<file path="src/rtl/ysyx_22050019_lsu_pkg.sv">
// Shared encodings for the LSU: request opcode, access size, FSM state and
// bus response codes, plus a helper that gives the low-address alignment mask.
package ysyx_22050019_lsu_pkg;

   typedef enum logic [1:0] {
      OP_PASS  = 2'b00,
      OP_LOAD  = 2'b01,
      OP_STORE = 2'b10,
      OP_RSVD  = 2'b11
   } op_e;

   typedef enum logic [1:0] {
      SZ_B = 2'b00,
      SZ_H = 2'b01,
      SZ_W = 2'b10,
      SZ_D = 2'b11
   } size_e;

   typedef enum logic [2:0] {
      ST_IDLE  = 3'd0,
      ST_RADDR = 3'd1,
      ST_RDATA = 3'd2,
      ST_WREQ  = 3'd3,
      ST_WRESP = 3'd4,
      ST_RESP  = 3'd5
   } state_e;

   localparam logic [1:0] RESP_OKAY   = 2'b00;
   localparam logic [1:0] RESP_EXOKAY = 2'b01;
   localparam logic [1:0] RESP_SLVERR = 2'b10;
   localparam logic [1:0] RESP_DECERR = 2'b11;

   // Low address bits that must be zero for a naturally aligned access.
   function automatic logic [2:0] size_mask(input size_e sz);
      case (sz)
         SZ_B:    return 3'b000;
         SZ_H:    return 3'b001;
         SZ_W:    return 3'b011;
         default: return 3'b111;
      endcase
   endfunction

endpackage

</file>
<file path="src/rtl/ysyx_22050019_lsu_axi_if.sv">
// Bundle of the EXU request, WBU writeback and AXI-lite style bus channels.
// master = LSU side, slave = environment (EXU/WBU/interconnect) side.
interface ysyx_22050019_lsu_axi_if #(
   parameter int ADDR_W = 32,
   parameter int DATA_W = 64,
   parameter int RD_W   = 5
);
   logic              in_valid, in_ready;
   logic [1:0]        in_op, in_size;
   logic              in_signed;
   logic [ADDR_W-1:0] in_addr;
   logic [DATA_W-1:0] in_wdata;
   logic [RD_W-1:0]   in_rd;

   logic              out_valid, out_ready, out_wen, out_err;
   logic [RD_W-1:0]   out_rd;
   logic [DATA_W-1:0] out_wdata;

   logic              ar_valid, ar_ready;
   logic [ADDR_W-1:0] ar_addr;
   logic              r_valid, r_ready;
   logic [DATA_W-1:0] r_data;
   logic [1:0]        r_resp;
   logic              aw_valid, aw_ready;
   logic [ADDR_W-1:0] aw_addr;
   logic              w_valid, w_ready;
   logic [DATA_W-1:0] w_data;
   logic [DATA_W/8-1:0] w_strb;
   logic              b_valid, b_ready;
   logic [1:0]        b_resp;

   modport master (
      input  in_valid, in_op, in_size, in_signed, in_addr, in_wdata, in_rd,
      output in_ready,
      output out_valid, out_wen, out_err, out_rd, out_wdata,
      input  out_ready,
      output ar_valid, ar_addr, input ar_ready,
      input  r_valid, r_data, r_resp, output r_ready,
      output aw_valid, aw_addr, input aw_ready,
      output w_valid, w_data, w_strb, input w_ready,
      input  b_valid, b_resp, output b_ready
   );

   modport slave (
      output in_valid, in_op, in_size, in_signed, in_addr, in_wdata, in_rd,
      input  in_ready,
      input  out_valid, out_wen, out_err, out_rd, out_wdata,
      output out_ready,
      input  ar_valid, ar_addr, output ar_ready,
      output r_valid, r_data, r_resp, input r_ready,
      input  aw_valid, aw_addr, output aw_ready,
      input  w_valid, w_data, w_strb, output w_ready,
      output b_valid, b_resp, input b_ready
   );
endinterface

</file>
<file path="src/rtl/ysyx_22050019_lsu_align.sv">
// Combinational lane handling: load extract/sign-extend and store
// data shift / byte-strobe generation from the in-bus byte offset.
module ysyx_22050019_lsu_align #(
   parameter int DATA_W = 64,
   parameter int OFF_W  = $clog2(DATA_W/8),
   parameter int STRB_W = DATA_W/8
) (
   input  logic [1:0]        size,
   input  logic              sign_ext,
   input  logic [OFF_W-1:0]  offset,
   input  logic [DATA_W-1:0] r_data,
   input  logic [DATA_W-1:0] wdata,
   output logic [DATA_W-1:0] ld_data,
   output logic [DATA_W-1:0] st_data,
   output logic [STRB_W-1:0] st_strb
);
   logic [DATA_W-1:0] shifted;
   logic [7:0]        nbits;
   logic              sign_bit;
   logic [7:0]        strb_base;

   // Bring the addressed lane down to bit 0 and pick its width / sign bit.
   always_comb begin
      shifted = r_data >> {offset, 3'b000};
      case (size)
         2'd0:    begin nbits = 8'd8;  sign_bit = shifted[7];  end
         2'd1:    begin nbits = 8'd16; sign_bit = shifted[15]; end
         2'd2:    begin nbits = 8'd32; sign_bit = shifted[31]; end
         default: begin nbits = 8'd64; sign_bit = 1'b0;        end
      endcase
   end

   // Bits inside the access width come from the lane, the rest are extension.
   for (genvar gi = 0; gi < DATA_W; gi++) begin : g_ext
      assign ld_data[gi] = (8'(gi) < nbits) ? shifted[gi] : (sign_ext & sign_bit);
   end

   // Store data and byte strobes move up to the addressed lane.
   always_comb begin
      case (size)
         2'd0:    strb_base = 8'h01;
         2'd1:    strb_base = 8'h03;
         2'd2:    strb_base = 8'h0F;
         default: strb_base = 8'hFF;
      endcase
      st_data = wdata << {offset, 3'b000};
      st_strb = strb_base[STRB_W-1:0] << offset;
   end
endmodule

</file>
<file path="src/rtl/ysyx_22050019_lsu_axi.sv">
// Load/store unit: accepts one EXU request at a time, performs the bus
// read or write (or none for pass-through / misaligned) and hands a
// registered writeback payload to the WBU.
module ysyx_22050019_lsu_axi
   import ysyx_22050019_lsu_pkg::*;
#(
   parameter int ADDR_W = 32,
   parameter int DATA_W = 64,
   parameter int RD_W   = 5
) (
   input  logic clk,
   input  logic rst_n,
   ysyx_22050019_lsu_axi_if.master bus
);
   localparam int OFF_W  = $clog2(DATA_W/8);
   localparam int STRB_W = DATA_W/8;

   state_e            state_q, state_d;
   logic [ADDR_W-1:0] addr_q, addr_d;
   size_e             size_q, size_d;
   logic              signed_q, signed_d;
   logic [RD_W-1:0]   rd_q, rd_d;
   logic [DATA_W-1:0] wdata_q, wdata_d;
   logic              aw_pend_q, aw_pend_d;
   logic              w_pend_q, w_pend_d;
   logic              out_wen_q, out_wen_d;
   logic              out_err_q, out_err_d;
   logic [DATA_W-1:0] out_wdata_q, out_wdata_d;

   logic [DATA_W-1:0] ld_data, st_data;
   logic [STRB_W-1:0] st_strb;
   logic [ADDR_W-1:0] bus_addr;
   size_e             in_size;
   op_e               in_op;
   logic              in_misal;

   assign in_size  = size_e'(bus.in_size);
   assign in_op    = op_e'(bus.in_op);
   // A 64-bit access cannot be carried on a 32-bit bus in one beat.
   assign in_misal = ((bus.in_addr[2:0] & size_mask(in_size)) != 3'b000) ||
                     (in_size == SZ_D && DATA_W == 32);
   assign bus_addr = {addr_q[ADDR_W-1:OFF_W], {OFF_W{1'b0}}};

   ysyx_22050019_lsu_align #(.DATA_W(DATA_W)) u_align (
      .size     (size_q),
      .sign_ext (signed_q),
      .offset   (addr_q[OFF_W-1:0]),
      .r_data   (bus.r_data),
      .wdata    (wdata_q),
      .ld_data  (ld_data),
      .st_data  (st_data),
      .st_strb  (st_strb)
   );

   // State and request/response registers.
   always_ff @(posedge clk or negedge rst_n) begin
      if (!rst_n) begin
         state_q     <= ST_IDLE;
         addr_q      <= '0;
         size_q      <= SZ_B;
         signed_q    <= 1'b0;
         rd_q        <= '0;
         wdata_q     <= '0;
         aw_pend_q   <= 1'b0;
         w_pend_q    <= 1'b0;
         out_wen_q   <= 1'b0;
         out_err_q   <= 1'b0;
         out_wdata_q <= '0;
      end else begin
         state_q     <= state_d;
         addr_q      <= addr_d;
         size_q      <= size_d;
         signed_q    <= signed_d;
         rd_q        <= rd_d;
         wdata_q     <= wdata_d;
         aw_pend_q   <= aw_pend_d;
         w_pend_q    <= w_pend_d;
         out_wen_q   <= out_wen_d;
         out_err_q   <= out_err_d;
         out_wdata_q <= out_wdata_d;
      end
   end

   // Next-state and payload capture; every bus input is only looked at in
   // the state that consumes it.
   always_comb begin
      state_d     = state_q;
      addr_d      = addr_q;
      size_d      = size_q;
      signed_d    = signed_q;
      rd_d        = rd_q;
      wdata_d     = wdata_q;
      aw_pend_d   = aw_pend_q;
      w_pend_d    = w_pend_q;
      out_wen_d   = out_wen_q;
      out_err_d   = out_err_q;
      out_wdata_d = out_wdata_q;
      case (state_q)
         ST_IDLE: if (bus.in_valid) begin
            addr_d   = bus.in_addr;
            size_d   = in_size;
            signed_d = bus.in_signed;
            rd_d     = bus.in_rd;
            wdata_d  = bus.in_wdata;
            if ((in_op == OP_LOAD || in_op == OP_STORE) && in_misal) begin
               state_d     = ST_RESP;
               out_wen_d   = 1'b0;
               out_err_d   = 1'b1;
               out_wdata_d = '0;
            end else if (in_op == OP_LOAD) begin
               state_d = ST_RADDR;
            end else if (in_op == OP_STORE) begin
               state_d   = ST_WREQ;
               aw_pend_d = 1'b1;
               w_pend_d  = 1'b1;
            end else begin
               state_d     = ST_RESP;
               out_wen_d   = (bus.in_rd != '0);
               out_err_d   = 1'b0;
               out_wdata_d = DATA_W'(bus.in_addr);
            end
         end
         ST_RADDR: if (bus.ar_ready) state_d = ST_RADDR == state_q ? ST_RDATA : state_q;
         ST_RDATA: if (bus.r_valid) begin
            state_d     = ST_RESP;
            out_err_d   = (bus.r_resp != RESP_OKAY);
            out_wen_d   = (bus.r_resp == RESP_OKAY) && (rd_q != '0);
            out_wdata_d = (bus.r_resp == RESP_OKAY) ? ld_data : '0;
         end
         ST_WREQ: begin
            if (aw_pend_q && bus.aw_ready) aw_pend_d = 1'b0;
            if (w_pend_q && bus.w_ready)   w_pend_d  = 1'b0;
            if (!aw_pend_d && !w_pend_d)   state_d   = ST_WRESP;
         end
         ST_WRESP: if (bus.b_valid) begin
            state_d     = ST_RESP;
            out_wen_d   = 1'b0;
            out_err_d   = (bus.b_resp != RESP_OKAY);
            out_wdata_d = '0;
         end
         ST_RESP: if (bus.out_ready) state_d = ST_IDLE;
         default: state_d = ST_IDLE;
      endcase
   end

   // Outputs are pure functions of registered state, so no valid depends on
   // its own ready, and address/data are zero outside their channel state.
   assign bus.in_ready  = (state_q == ST_IDLE);
   assign bus.ar_valid  = (state_q == ST_RADDR);
   assign bus.ar_addr   = (state_q == ST_RADDR) ? bus_addr : '0;
   assign bus.r_ready   = (state_q == ST_RDATA);
   assign bus.aw_valid  = (state_q == ST_WREQ) && aw_pend_q;
   assign bus.aw_addr   = (state_q == ST_WREQ) ? bus_addr : '0;
   assign bus.w_valid   = (state_q == ST_WREQ) && w_pend_q;
   assign bus.w_data    = (state_q == ST_WREQ) ? st_data : '0;
   assign bus.w_strb    = (state_q == ST_WREQ) ? st_strb : '0;
   assign bus.b_ready   = (state_q == ST_WRESP);
   assign bus.out_valid = (state_q == ST_RESP);
   assign bus.out_wen   = out_wen_q;
   assign bus.out_err   = out_err_q;
   assign bus.out_rd    = rd_q;
   assign bus.out_wdata = out_wdata_q;
endmodule

</file>
<file path="src/flat_wrapper.sv">
// flat-port wrapper written by rule: the top's interface ports become plain ports
module ysyx_22050019_lsu_axi_flat import ysyx_22050019_lsu_pkg::*;
#(
   parameter int ADDR_W = 32,
   parameter int DATA_W = 64,
   parameter int RD_W   = 5
)
  (clk, rst_n, bus_in_valid, bus_in_op, bus_in_size, bus_in_signed, bus_in_addr, bus_in_wdata, bus_in_rd, bus_in_ready, bus_out_valid, bus_out_wen, bus_out_err, bus_out_rd, bus_out_wdata, bus_out_ready, bus_ar_valid, bus_ar_addr, bus_ar_ready, bus_r_valid, bus_r_data, bus_r_resp, bus_r_ready, bus_aw_valid, bus_aw_addr, bus_aw_ready, bus_w_valid, bus_w_data, bus_w_strb, bus_w_ready, bus_b_valid, bus_b_resp, bus_b_ready);
  ysyx_22050019_lsu_axi_if #(.ADDR_W(ADDR_W), .DATA_W(DATA_W), .RD_W(RD_W)) bus_i ();
  input  logic clk;
  input  logic rst_n;
  input wire logic [$bits(bus_i.in_valid)-1:0] bus_in_valid;
  input wire logic [$bits(bus_i.in_op)-1:0] bus_in_op;
  input wire logic [$bits(bus_i.in_size)-1:0] bus_in_size;
  input wire logic [$bits(bus_i.in_signed)-1:0] bus_in_signed;
  input wire logic [$bits(bus_i.in_addr)-1:0] bus_in_addr;
  input wire logic [$bits(bus_i.in_wdata)-1:0] bus_in_wdata;
  input wire logic [$bits(bus_i.in_rd)-1:0] bus_in_rd;
  output wire logic [$bits(bus_i.in_ready)-1:0] bus_in_ready;
  output wire logic [$bits(bus_i.out_valid)-1:0] bus_out_valid;
  output wire logic [$bits(bus_i.out_wen)-1:0] bus_out_wen;
  output wire logic [$bits(bus_i.out_err)-1:0] bus_out_err;
  output wire logic [$bits(bus_i.out_rd)-1:0] bus_out_rd;
  output wire logic [$bits(bus_i.out_wdata)-1:0] bus_out_wdata;
  input wire logic [$bits(bus_i.out_ready)-1:0] bus_out_ready;
  output wire logic [$bits(bus_i.ar_valid)-1:0] bus_ar_valid;
  output wire logic [$bits(bus_i.ar_addr)-1:0] bus_ar_addr;
  input wire logic [$bits(bus_i.ar_ready)-1:0] bus_ar_ready;
  input wire logic [$bits(bus_i.r_valid)-1:0] bus_r_valid;
  input wire logic [$bits(bus_i.r_data)-1:0] bus_r_data;
  input wire logic [$bits(bus_i.r_resp)-1:0] bus_r_resp;
  output wire logic [$bits(bus_i.r_ready)-1:0] bus_r_ready;
  output wire logic [$bits(bus_i.aw_valid)-1:0] bus_aw_valid;
  output wire logic [$bits(bus_i.aw_addr)-1:0] bus_aw_addr;
  input wire logic [$bits(bus_i.aw_ready)-1:0] bus_aw_ready;
  output wire logic [$bits(bus_i.w_valid)-1:0] bus_w_valid;
  output wire logic [$bits(bus_i.w_data)-1:0] bus_w_data;
  output wire logic [$bits(bus_i.w_strb)-1:0] bus_w_strb;
  input wire logic [$bits(bus_i.w_ready)-1:0] bus_w_ready;
  input wire logic [$bits(bus_i.b_valid)-1:0] bus_b_valid;
  input wire logic [$bits(bus_i.b_resp)-1:0] bus_b_resp;
  output wire logic [$bits(bus_i.b_ready)-1:0] bus_b_ready;
  assign bus_i.in_valid = bus_in_valid;
  assign bus_i.in_op = bus_in_op;
  assign bus_i.in_size = bus_in_size;
  assign bus_i.in_signed = bus_in_signed;
  assign bus_i.in_addr = bus_in_addr;
  assign bus_i.in_wdata = bus_in_wdata;
  assign bus_i.in_rd = bus_in_rd;
  assign bus_in_ready = bus_i.in_ready;
  assign bus_out_valid = bus_i.out_valid;
  assign bus_out_wen = bus_i.out_wen;
  assign bus_out_err = bus_i.out_err;
  assign bus_out_rd = bus_i.out_rd;
  assign bus_out_wdata = bus_i.out_wdata;
  assign bus_i.out_ready = bus_out_ready;
  assign bus_ar_valid = bus_i.ar_valid;
  assign bus_ar_addr = bus_i.ar_addr;
  assign bus_i.ar_ready = bus_ar_ready;
  assign bus_i.r_valid = bus_r_valid;
  assign bus_i.r_data = bus_r_data;
  assign bus_i.r_resp = bus_r_resp;
  assign bus_r_ready = bus_i.r_ready;
  assign bus_aw_valid = bus_i.aw_valid;
  assign bus_aw_addr = bus_i.aw_addr;
  assign bus_i.aw_ready = bus_aw_ready;
  assign bus_w_valid = bus_i.w_valid;
  assign bus_w_data = bus_i.w_data;
  assign bus_w_strb = bus_i.w_strb;
  assign bus_i.w_ready = bus_w_ready;
  assign bus_i.b_valid = bus_b_valid;
  assign bus_i.b_resp = bus_b_resp;
  assign bus_b_ready = bus_i.b_ready;
  ysyx_22050019_lsu_axi #(.ADDR_W(ADDR_W), .DATA_W(DATA_W), .RD_W(RD_W)) u_core (.clk(clk), .rst_n(rst_n), .bus(bus_i));
endmodule
</file>
<file path="config.mk">
export PLATFORM = sky130hd
export DESIGN_NAME = ysyx_22050019_lsu_axi_flat
export DESIGN_NICKNAME = d
export VERILOG_FILES = /design/src/rtl/ysyx_22050019_lsu_pkg.sv /design/src/rtl/ysyx_22050019_lsu_axi_if.sv /design/src/rtl/ysyx_22050019_lsu_align.sv /design/src/rtl/ysyx_22050019_lsu_axi.sv /design/src/flat_wrapper.sv
export SDC_FILE = /design/constraint.sdc
export NUM_CORES = 1
export LEC_CHECK = 0
export CAP_MARGIN = 25
export CORE_MARGIN = 5
export CORE_UTILIZATION = 47
export CTS_BUF_LIST = sky130_fd_sc_hd__clkbuf_2
export DETAILED_ROUTE_END_ITERATION = 12
export PLACE_DENSITY = 0.83
export SYNTH_ARGS = -nofsm -noshare
export SYNTH_HDL_FRONTEND = slang
export SYNTH_SLANG_ARGS = --single-unit
</file>
<file path="constraint.sdc">
create_clock -name clk -period 3.3 [get_ports clk]
set_input_delay 0.66 -clock clk [delete_from_list [all_inputs] [get_ports clk]]
set_output_delay 0.66 -clock clk [all_outputs]
set_load 0.01 [all_outputs]
</file>
==> metrics.md <==
| Metric | Value |
|---|---|
| Outcome | `finished with violations` |
| Violated checks | `negative setup slack` |
| EDFF count, synth | `0` |
| Design Power | `15100 uW` |
| Die area | `approximately 27000 sq um` |
| H-tree levels | `4` |
| Synth Instances | `between 1000 and 1500` |
| Clock Skews | `around 43 ps` |
| Flop pwr share | `a little over a quarter` |
| Met3 routed WL | `about 4.0 mm` |
| Final min period | `3430 ps` |
| Ys Warns | `0` |
| Drc violations | `0` |
| RSZ-0062 raised after global routing | `true` |
| Slew Limit Fails | `0` |
| DR vias | `10887` |
| Mean post-synth cell area | `between 10 and 15 sq um` |
| Tcrit/Tclk final | `104%` |
| Final-stage net count | `1684` |
| Fmax | `292 MHz` |
| # setup viols final | `5` |
| Routed WL | `approximately 46 mm` |
| Post-Syn Area | `11300 sq um` |
| Comb pwr share | `about two thirds` |
| Worst hold margin | `384 ps` |
| WP data arrival | `2770 ps` |
| Worst slew margin | `between 30% and 40%` |
| R2R Path Start | `u_core.addr_q[0]` |
| DRT met1 WL | `16.4 mm` |
| Largest net degree at the start of global routing | `67` |
| Share of layout cells above drive strength 1 | `a little over a quarter` |
| Critical path startpoint category | `flip-flop` |
| Post-synth cell types | `60` |
| CORE AREA | `23500 sq um` |
| Port Buffers | `approximately 400` |
| Slowest CP cell | `dfrtp_4` |
| Total GRT Usage | `a little under a third` |
| Switch share | `a little over two fifths` |
| Highest routed layer | `met4` |
| Vias in the first global route | `approximately 11000` |
| Worst path buffer plus inverter count | `3` |
| Layout Area Growth over Synthesis | `48.4%` |
| Pwr Density | `~900 nW/um^2` |
| Sw Pwr | `roughly 6700 uW` |
| Starting Density | `between 40% and 50%` |
| FILL cells | `1761` |
| GR Overflow Total | `0` |
| CP cell instances | `buf_4 > clkbuf_16 > mux4_2 > mux2i_1 > nor2_1 > dlygate4sd2_1` |
| Rows | `56` |
| Max VDD drop | `approximately 430 uV` |
| Wire per inst | `approximately 25 um` |
| Setup WS pre-CTS | `approximately 160 ps` |
| First-pass GRT wire length | `65.8 mm` |
| TritonCTS clock tree | `built` |
| Clock sinks | `between 150 and 200` |
| Final RePlAce weighted congestion | `between 0.9 and 1` |
| Final critical-path setup slack | `-128 ps` |
| Cell family with the largest share of critical-path delay | `multiplexers` |
| CP Data Required Time | `~2600 ps` |
| Clock-pin slew on the worst setup and hold paths | `between 200 and 300 ps` |
| Placed instance count | `1734` |
| Critical Path Stages | `6` |
| Worst-Skew Late Latency | `between 700 and 800 ps` |
| Worst path max stage delay | `a little under 600 ps` |
| CP max FO | `12` |
| Top cell type's share of synthesized area | `38.8%` |
| FFs w/ async S/R, synth | `100%` |
| Launch point of the worst path | `u_core.addr_q[0]` |
| Post-Layout Cell Count | `roughly 1800` |
| Most used DFF post-synth | `dfrtp_1` |
| Cells on worst reg2reg path | `7` |
| Ranking of synthesized cells by area | `dfrtp_1 (39%), mux2_2 (14%), mux2i_1 (8.4%)` |
| Iter 0 DRT Violations | `between 800 and 900` |
| Clock share of power | `8.3%` |
| Antenna Nets Post-Route | `0` |
| Cts bufs inserted | `17` |
| Sequential area share after synthesis | `around 39%` |
| Initial antenna violation count | `2` |
| Met2 WL | `23.0 mm` |
| I/O pins | `397` |
| Post-synth top cells | `dfrtp_1 (175), mux2_2 (143), mux2i_1 (95), and2_1 (75), nor2_1 (67)` |
| Chip Width | `~160 um` |
| Max Cap Viol | `0` |
| Final hold vios | `0` |
| CTS root buffer | `clkbuf_2` |
| Slew @ Worst Pin | `985 ps` |
| P_leak | `0.00787 uW` |
| Estimated wirelength of the detail-placed design | `around 33 mm` |
| Most frequent cell after synthesis | `dfrtp_1` |
| Yosys reg bits | `~180` |
| P_int | `8490 uW` |
| Vias per inst | `5.94` |
| First-pass iteration count of the detailed router | `5` |
| CTS max path bufs | `2` |
| CP Class | `flip-flop to output pin` |
| Crit path capture type | `output pin` |
| Cell taking the most area after synthesis | `dfrtp_1` |
| Die H | `between 150 and 200 um` |
| Worst min-delay path category | `primary input to async pin` |
==> cell type report <==
cell class                 instances  area [sq um]  share of cell area [%]
antenna                            2          5.00                  0.0299
clock buffer                      17          85.1                   0.508
clock inverter                    15           171                    1.02
inverter                           6          27.5                   0.164
multi-input combinational        804          6710                    40.1
sequential                       175          4390                    26.2
tap                              319           399                    2.38
timing repair buffer             495          4960                    29.6
==> timing repair <==
action / CTS / global route
hold buffers: 1 / 0
gates resized for setup: 173 / 147
cloned: 5 / 8
endpoints found under the hold margin: 51 / 0
pin swaps: 6 / 6
endpoints found under the setup margin: 132 / 96
buffers inserted: 28 / 23
==> sequential cells by signal, summed over array words and instances (netlist names) <==
name / count
u_core.addr_q: 32
u_core.aw_pend_q: 1
u_core.signed_q: 1
u_core.size_q: 2
u_core.wdata_q: 64
u_core.bus.out_err: 1
u_core.state_q: 3
u_core.bus.out_rd: 5
u_core.w_pend_q: 1
u_core.bus.out_wdata: 64
u_core.bus.out_wen: 1
==> path summary, 6_finish.rpt <==
kind                       slack (ps)                        to
setup reg to reg                  360  u_core.bus.out_wdata[48]
min in group clk                  420          u_core.aw_pend_q
hold reg to reg                   540  u_core.bus.out_wdata[39]
max in group asynchronous        2120        u_core.wdata_q[11]
setup / recovery                 -130            bus_w_data[49]
hold / removal                    380  u_core.bus.out_wdata[52]
==> cell usage in the layout (no fill, tap or decap), drive strengths merged, types with 17 or more instances in the layout <==
master,n
mux2,147
dfrtp,175
a21oi,40
mux2i,95
dlygate4sd2,48
and2,75
clkbuf,52
nand2,63
o21ai,66
clkdlybuf4s50,262
nor2,67
buf,102
a22o,40
nor2b,17
mux4,23
dlymetal6s2s,39
==> per-stage QoR <==
stage	TNS, ps	utilization (%)	instance area, sq um
floorplan	0	-	11300
CTS	-1770	69.1	16300
global route	-1480	71.1	16700
detailed placement	0	66.0	15500
finish	-252	71.1	16700
global placement	0	66.0	15500
==> cells by family (layout without fill, tap and decap cells) <==
group           count (synthesis)  in the layout  share of synthesized area, %
xor+xnor                        1              1                        0.0776
mux                           265            265                          27.8
compound gates                242            242                          15.3
fa+ha+maj                       2              2                         0.222
flops                         175            175                          38.8
simple gates                  287            288                          13.1
buf+inv                       114            533                          4.66
other cells                     1              8                        0.0332
==> power groups by stage <==
stage,logic (uW),registers [uW],clock network (uW)
2_1_floorplan,5530,3650,0
3_3_place_gp,8290,3940,0
3_5_place_dp,8450,3980,0
4_1_cts,9170,3900,1270
5_1_grt,10500,4060,1350
6_report,9920,3980,1250
==> layer usage <==
metal / vias to the layer above / global-route usage (%)
met5: - / 0
met4: 0 / 17.5
met3: 132 / 7.54
met2: 586 / 54.3
met1: 5346 / 36.5
li1: 4823 / -
Power figures use the tool's default switching activity.
